## config.mk

```make
export PLATFORM = sky130hd
export DESIGN_NAME = int_pc_ctrl
export DESIGN_NICKNAME = d
export VERILOG_FILES = /design/src/rtl/int_pc_ctrl.sv
export SDC_FILE = /design/constraint.sdc
export NUM_CORES = 1
export LEC_CHECK = 0
export CAP_MARGIN = 40
export CORE_MARGIN = 5
export CORE_UTILIZATION = 35
export CTS_CLUSTER_DIAMETER = 80
export DETAILED_ROUTE_END_ITERATION = 10
export PLACE_DENSITY = 0.64
export SETUP_SLACK_MARGIN = 0.4
export SLEW_MARGIN = 10
export SYNTH_ARGS = -nofsm -noshare
export SYNTH_HDL_FRONTEND = slang
export SYNTH_SLANG_ARGS = --single-unit
```

## constraint.sdc

```tcl
create_clock -name clk -period 4.1 [get_ports clk]
set_input_delay 0.615 -clock clk [delete_from_list [all_inputs] [get_ports clk]]
set_output_delay 0.615 -clock clk [all_outputs]
set_load 0.01 [all_outputs]
```

## src/rtl/int_pc_ctrl.sv

```systemverilog
// Next-PC selection with a nested, prioritised interrupt controller.
// Interrupt entry pushes the would-be next PC; irq_done pops it back.
module int_pc_ctrl #(
    parameter int          NUM_IRQ    = 3,
    parameter logic [31:0] VEC_BASE   = 32'h38,
    parameter logic [31:0] VEC_STRIDE = 32'h38,
    localparam int         DW         = $clog2(NUM_IRQ + 1)
) (
    input  logic               clk,
    input  logic               clr,
    input  logic               enable,
    input  logic [NUM_IRQ-1:0] irq_req,
    input  logic [NUM_IRQ-1:0] irq_mask,
    input  logic               irq_done,
    input  logic [31:0]        PC_old,
    input  logic [31:0]        ext_18,
    input  logic [25:0]        jmp_dest,
    input  logic               branch,
    input  logic               jmp,
    input  logic               Jr,
    input  logic [31:0]        RS,
    output logic [31:0]        PC_next,
    output logic [31:0]        sequencial_addr,
    output logic [NUM_IRQ-1:0] irq_active,
    output logic [DW-1:0]      irq_depth,
    output logic               irq_err
);

    logic [31:0]        branch_addr;
    logic [31:0]        jmp_addr;
    logic [31:0]        normal_next;
    logic [31:0]        vector;
    logic [DW-1:0]      cur_lvl;
    logic [DW-1:0]      sel;
    logic [NUM_IRQ-1:0] top_oh;
    logic [NUM_IRQ-1:0] take_oh;
    logic               take;
    logic [31:0]        stack [NUM_IRQ];

    assign sequencial_addr = PC_old + 32'd4;
    assign branch_addr     = sequencial_addr + ext_18;
    assign jmp_addr        = {PC_old[31:28], jmp_dest, 2'b00};
    assign vector          = VEC_BASE + VEC_STRIDE * 32'(sel);

    always_comb begin
        normal_next = sequencial_addr;
        if (jmp && Jr)
            normal_next = RS;
        else if (jmp)
            normal_next = jmp_addr;
        else if (branch)
            normal_next = branch_addr;
    end

    // Ascending scans: the last hit is the highest-priority one.
    always_comb begin
        cur_lvl = '0;
        top_oh  = '0;
        for (int i = 0; i < NUM_IRQ; i++) begin
            if (irq_active[i]) begin
                cur_lvl   = DW'(i + 1);
                top_oh    = '0;
                top_oh[i] = 1'b1;
            end
        end
        take    = 1'b0;
        take_oh = '0;
        sel     = '0;
        for (int i = 0; i < NUM_IRQ; i++) begin
            if (irq_req[i] && !irq_mask[i] && !irq_active[i] && (DW'(i + 1) > cur_lvl)) begin
                take       = 1'b1;
                take_oh    = '0;
                take_oh[i] = 1'b1;
                sel        = DW'(i);
            end
        end
    end

    always_ff @(posedge clk) begin
        if (clr) begin
            PC_next    <= '0;
            irq_active <= '0;
            irq_depth  <= '0;
            irq_err    <= 1'b0;
        end else if (enable) begin
            if (irq_done) begin
                if (irq_depth != '0) begin
                    PC_next    <= stack[irq_depth - DW'(1)];
                    irq_active <= irq_active & ~top_oh;
                    irq_depth  <= irq_depth - DW'(1);
                end else begin
                    PC_next <= normal_next;
                    irq_err <= 1'b1;
                end
            end else if (take) begin
                PC_next    <= vector;
                irq_active <= irq_active | take_oh;
                irq_depth  <= irq_depth + DW'(1);
            end else begin
                PC_next <= normal_next;
            end
        end
    end

    // A take implies depth < NUM_IRQ, so the push index is always in range.
    always_ff @(posedge clk) begin
        if (!clr && enable && !irq_done && take)
            stack[irq_depth] <= normal_next;
    end

endmodule

```

==> results_dict.tcl <==
set metrics [dict create \
    status "completed" \
    rr_startpoint "irq_active[2]" \
    worst_ep_arrival_time_ns 3.80 \
    skew_ns 0.00690 \
    hold_end "irq_err" \
    reg2reg_to "PC_next[27]" \
    path_buf_inv 2 \
    regArea_um2 3640 \
    maxSlewViolCount 0 \
    synth-edff-count 96 \
    cts_made_buffers 17 \
    p_comb_frac 0.309 \
    crit_slowest_cell "or3_1" \
    die-area_um2 28300 \
    dp_hpwl_um 22400 \
    cts_tree "yes" \
    fillers 2291 \
    ctsHoldBuffers 0 \
    synthDistinctLibCells 69 \
    grt_pass1_vias 8276 \
    grtUsageTotal 0.197 \
    place_area_um2 12500 \
    die_y_um 168 \
    min_path_type "flip-flop to flip-flop" \
    syn_to_final_growth_pct 51.8 \
    whs_path_depth 2 \
    ioPinCount 205 \
    ys_warn_count 0 \
    seqPwrFrac 0.356 \
    post-route-cell-area_um2 13300 \
    crit_top_cell "a21o_1" \
    viasPerCell 5.22 \
    path_max_fanout 4 \
    crit_cells 15 \
    final-hold-violation-count 0 \
    p_switching_w 0.00121 \
    multiInputGateArea_um2 5160 \
    dr.pass1.iters 5 \
    route.vias.total 8367 \
    ant_nets 0 \
    rows 58 \
    worstSetupStartpoint "PC_old[9]" \
    synth.cell_area_um2 8770 \
    cts-root-buf "clkbuf_16" \
    setup_violations 0 \
    netSwitchingFraction 0.277 \
    clkPwrFrac 0.335 \
    synth_common_cells "96 x edfxtp_1, 75 x mux2i_1, 71 x nand2_1, 70 x a21oi_1, 66 x nor2_1" \
    period_share 0.888 \
    die_x_um 168 \
    power.internal_w 0.00316 \
    ys_async_sr_fraction 0 \
    relSlewSlack 0.390 \
    clk_path_buf_depth 2 \
    crit_required_ns 4.26 \
    synth-seq-area-share 0.415 \
    initial_core_util 0.351 \
    max_stage_delay_ns 0.38 \
    postSynthAreaPerCell_um2 9.72 \
    rrSetupSlack_ns 1.64 \
    p_leak_nw 5.41 \
    wl_per_cell_um 18.2 \
    place.gp.congestion 0.891 \
    synth_cells 902 \
    min_from "irq_err" \
    core_area_um2 25000 \
    ys_seq_elements 134 \
    critical_path.cell_chain "clkdlybuf4s15_1 > and4_4 > nand4_4 > nor3_2 > xnor2_1 > inv_1 > ha_2 > a21o_1 > a21o_1 > a21o_1 > or3_1 > or3_4 > a21o_1 > a311o_1 > and2_4" \
    power_density_nw_per_um2 328 \
    critical_path.top_delay_family "simple AND/OR/NAND/NOR gates" \
    fmax_mhz 275 \
    worst_pin_slew_ns 0.914 \
    synth_top_area_frac 0.329 \
    path_class "input pin to flip-flop" \
    r2r_cells 8 \
    peakVddDrop_v 0.000237 \
    insertion_delay_ns 0.40 \
    syn_nets 1080 \
    drcViolationCount 0 \
    start_kind "input pin" \
    end_kind "flip-flop" \
    fin_crit_ns 3.64 \
    grt_pass1_wl_um 44300 \
    grt_max_degree 52 \
    antenna_found_initial 2 \
    ys.flop_type "edfxtp_1" \
    drv_cap 0 \
    antenna_cells 0 \
    yosysTopAreaCell "edfxtp_1" \
    holdWs_ns 0.470 \
    rsz0062_at_grt "true" \
    nets 1440 \
    cts.sinks 134 \
    numPortBuffers 204 \
    drive_above_1_share 0.224 \
    cts_htree_levels 4 \
    wl_um 29200 \
    dr.first_iter.drc_count 600 \
    synth_most_common_cell "edfxtp_1" \
    clk_pin_slew_ns 0.05 \
    grt_overflow 0 \
    yosys-top-cells-area "edfxtp_1 33%, dfxtp_1 8.7%, mux2i_1 8.6%" \
]
## registers in the layout, summed over array words and instances, names as in the netlist
signal	cells
stack	96
PC_next	32
irq_active	3
irq_depth	2
irq_err	1
## tightest hold or removal path: stages (launching register included)
cell and delay, ns:
dfxtp_1 0.33, a31oi_1 0.04, nor2_1 0.07
## cell usage in the layout, fill, tap and decap left out, types with 8 or more instances in the layout
cell type,synthesis,routed
clkdlybuf4s50_1,0,180
buf_4,3,179
edfxtp_1,96,96
mux2i_1,75,75
nand2_1,71,69
a21oi_1,70,63
nor2_1,66,62
o21ai_0,44,43
dfxtp_1,38,37
ha_1,42,36
xnor2_1,32,27
nand3_1,25,24
a21o_1,20,20
inv_1,18,18
clkbuf_16,0,17
nor2b_1,15,15
a211oi_1,17,15
and3_1,16,14
nand4_1,14,14
o21a_1,13,13
nor3_1,14,12
a22oi_1,11,11
and2_1,13,10
xor2_1,13,10
a31oi_1,8,8
nand2b_1,8,8
## how the worst max path moves through the flow
| stage | end | slack [ns] |
|---|---|---|
| floorplan | stack[0][25] | 0.34 |
| global placement | PC_next[30] | -0.39 |
| detailed placement | PC_next[30] | -0.44 |
| finish | stack[1][25] | 0.46 |
| CTS | stack[0][31] | 0.41 |
| global route | stack[1][29] | 0.32 |
## timing repair
action | in CTS | in global routing
pin swaps | 20 | 30
resized for setup | 46 | 45
setup buffers | 7 | 4
endpoints found under the setup margin | 77 | 28
## power groups by stage
stage	Sequential (W)	Combinational, W	Clock (W)
3_5_place_dp	0.00158	0.00131	0
2_1_floorplan	0.00159	0.000656	0
3_3_place_gp	0.00158	0.00129	0
4_1_cts	0.00156	0.00133	0.00148
5_1_grt	0.00156	0.00147	0.00155
6_report	0.00156	0.00135	0.00146
## stage by stage
| step | total power, W | utilization | instances | worst slack (ns) | setup TNS, ns |
|---|---|---|---|---|---|
| after floorplan | 0.00225 | - | 902 | 0.344 | 0 |
| after global placement | 0.00288 | 0.498 | 1559 | -0.393 | -12.71 |
| after global routing | 0.00458 | 0.533 | 1604 | 0.320 | 0 |
| final | 0.00437 | 0.533 | 1604 | 0.460 | 0 |
| after detailed placement | 0.00290 | 0.500 | 1562 | -0.445 | -15.89 |
| after CTS | 0.00437 | 0.528 | 1600 | 0.411 | 0 |
## per-layer routing
layer / share of wire / vias to the layer above / wire (um) / track usage
met5: 0.00082 / - / 24 / 0
li1: - / 4122 / - / -
met3: 0.059 / 27 / 1730 / 0.0369
met1: 0.46 / 3930 / 13500 / 0.270
met2: 0.46 / 284 / 13500 / 0.322
met4: 0.014 / 4 / 414 / 0.0476
## layout make-up
cell class,count,share of cell area
Inverter,18,0.00507
Clock inverter,6,0.00770
Tap cell,330,0.0310
Sequential cell,134,0.274
Clock buffer,25,0.0350
Timing Repair Buffer,393,0.260
Multi-Input combinational cell,698,0.388
## cells by family after synthesis
family / synth area share
flops: 0.415
xor+xnor: 0.0468
simple gates: 0.158
mux: 0.0907
compound gates: 0.195
fa+ha+maj: 0.0622
buf+inv: 0.0314
Note: power is estimated with default switching activity, not from simulation.
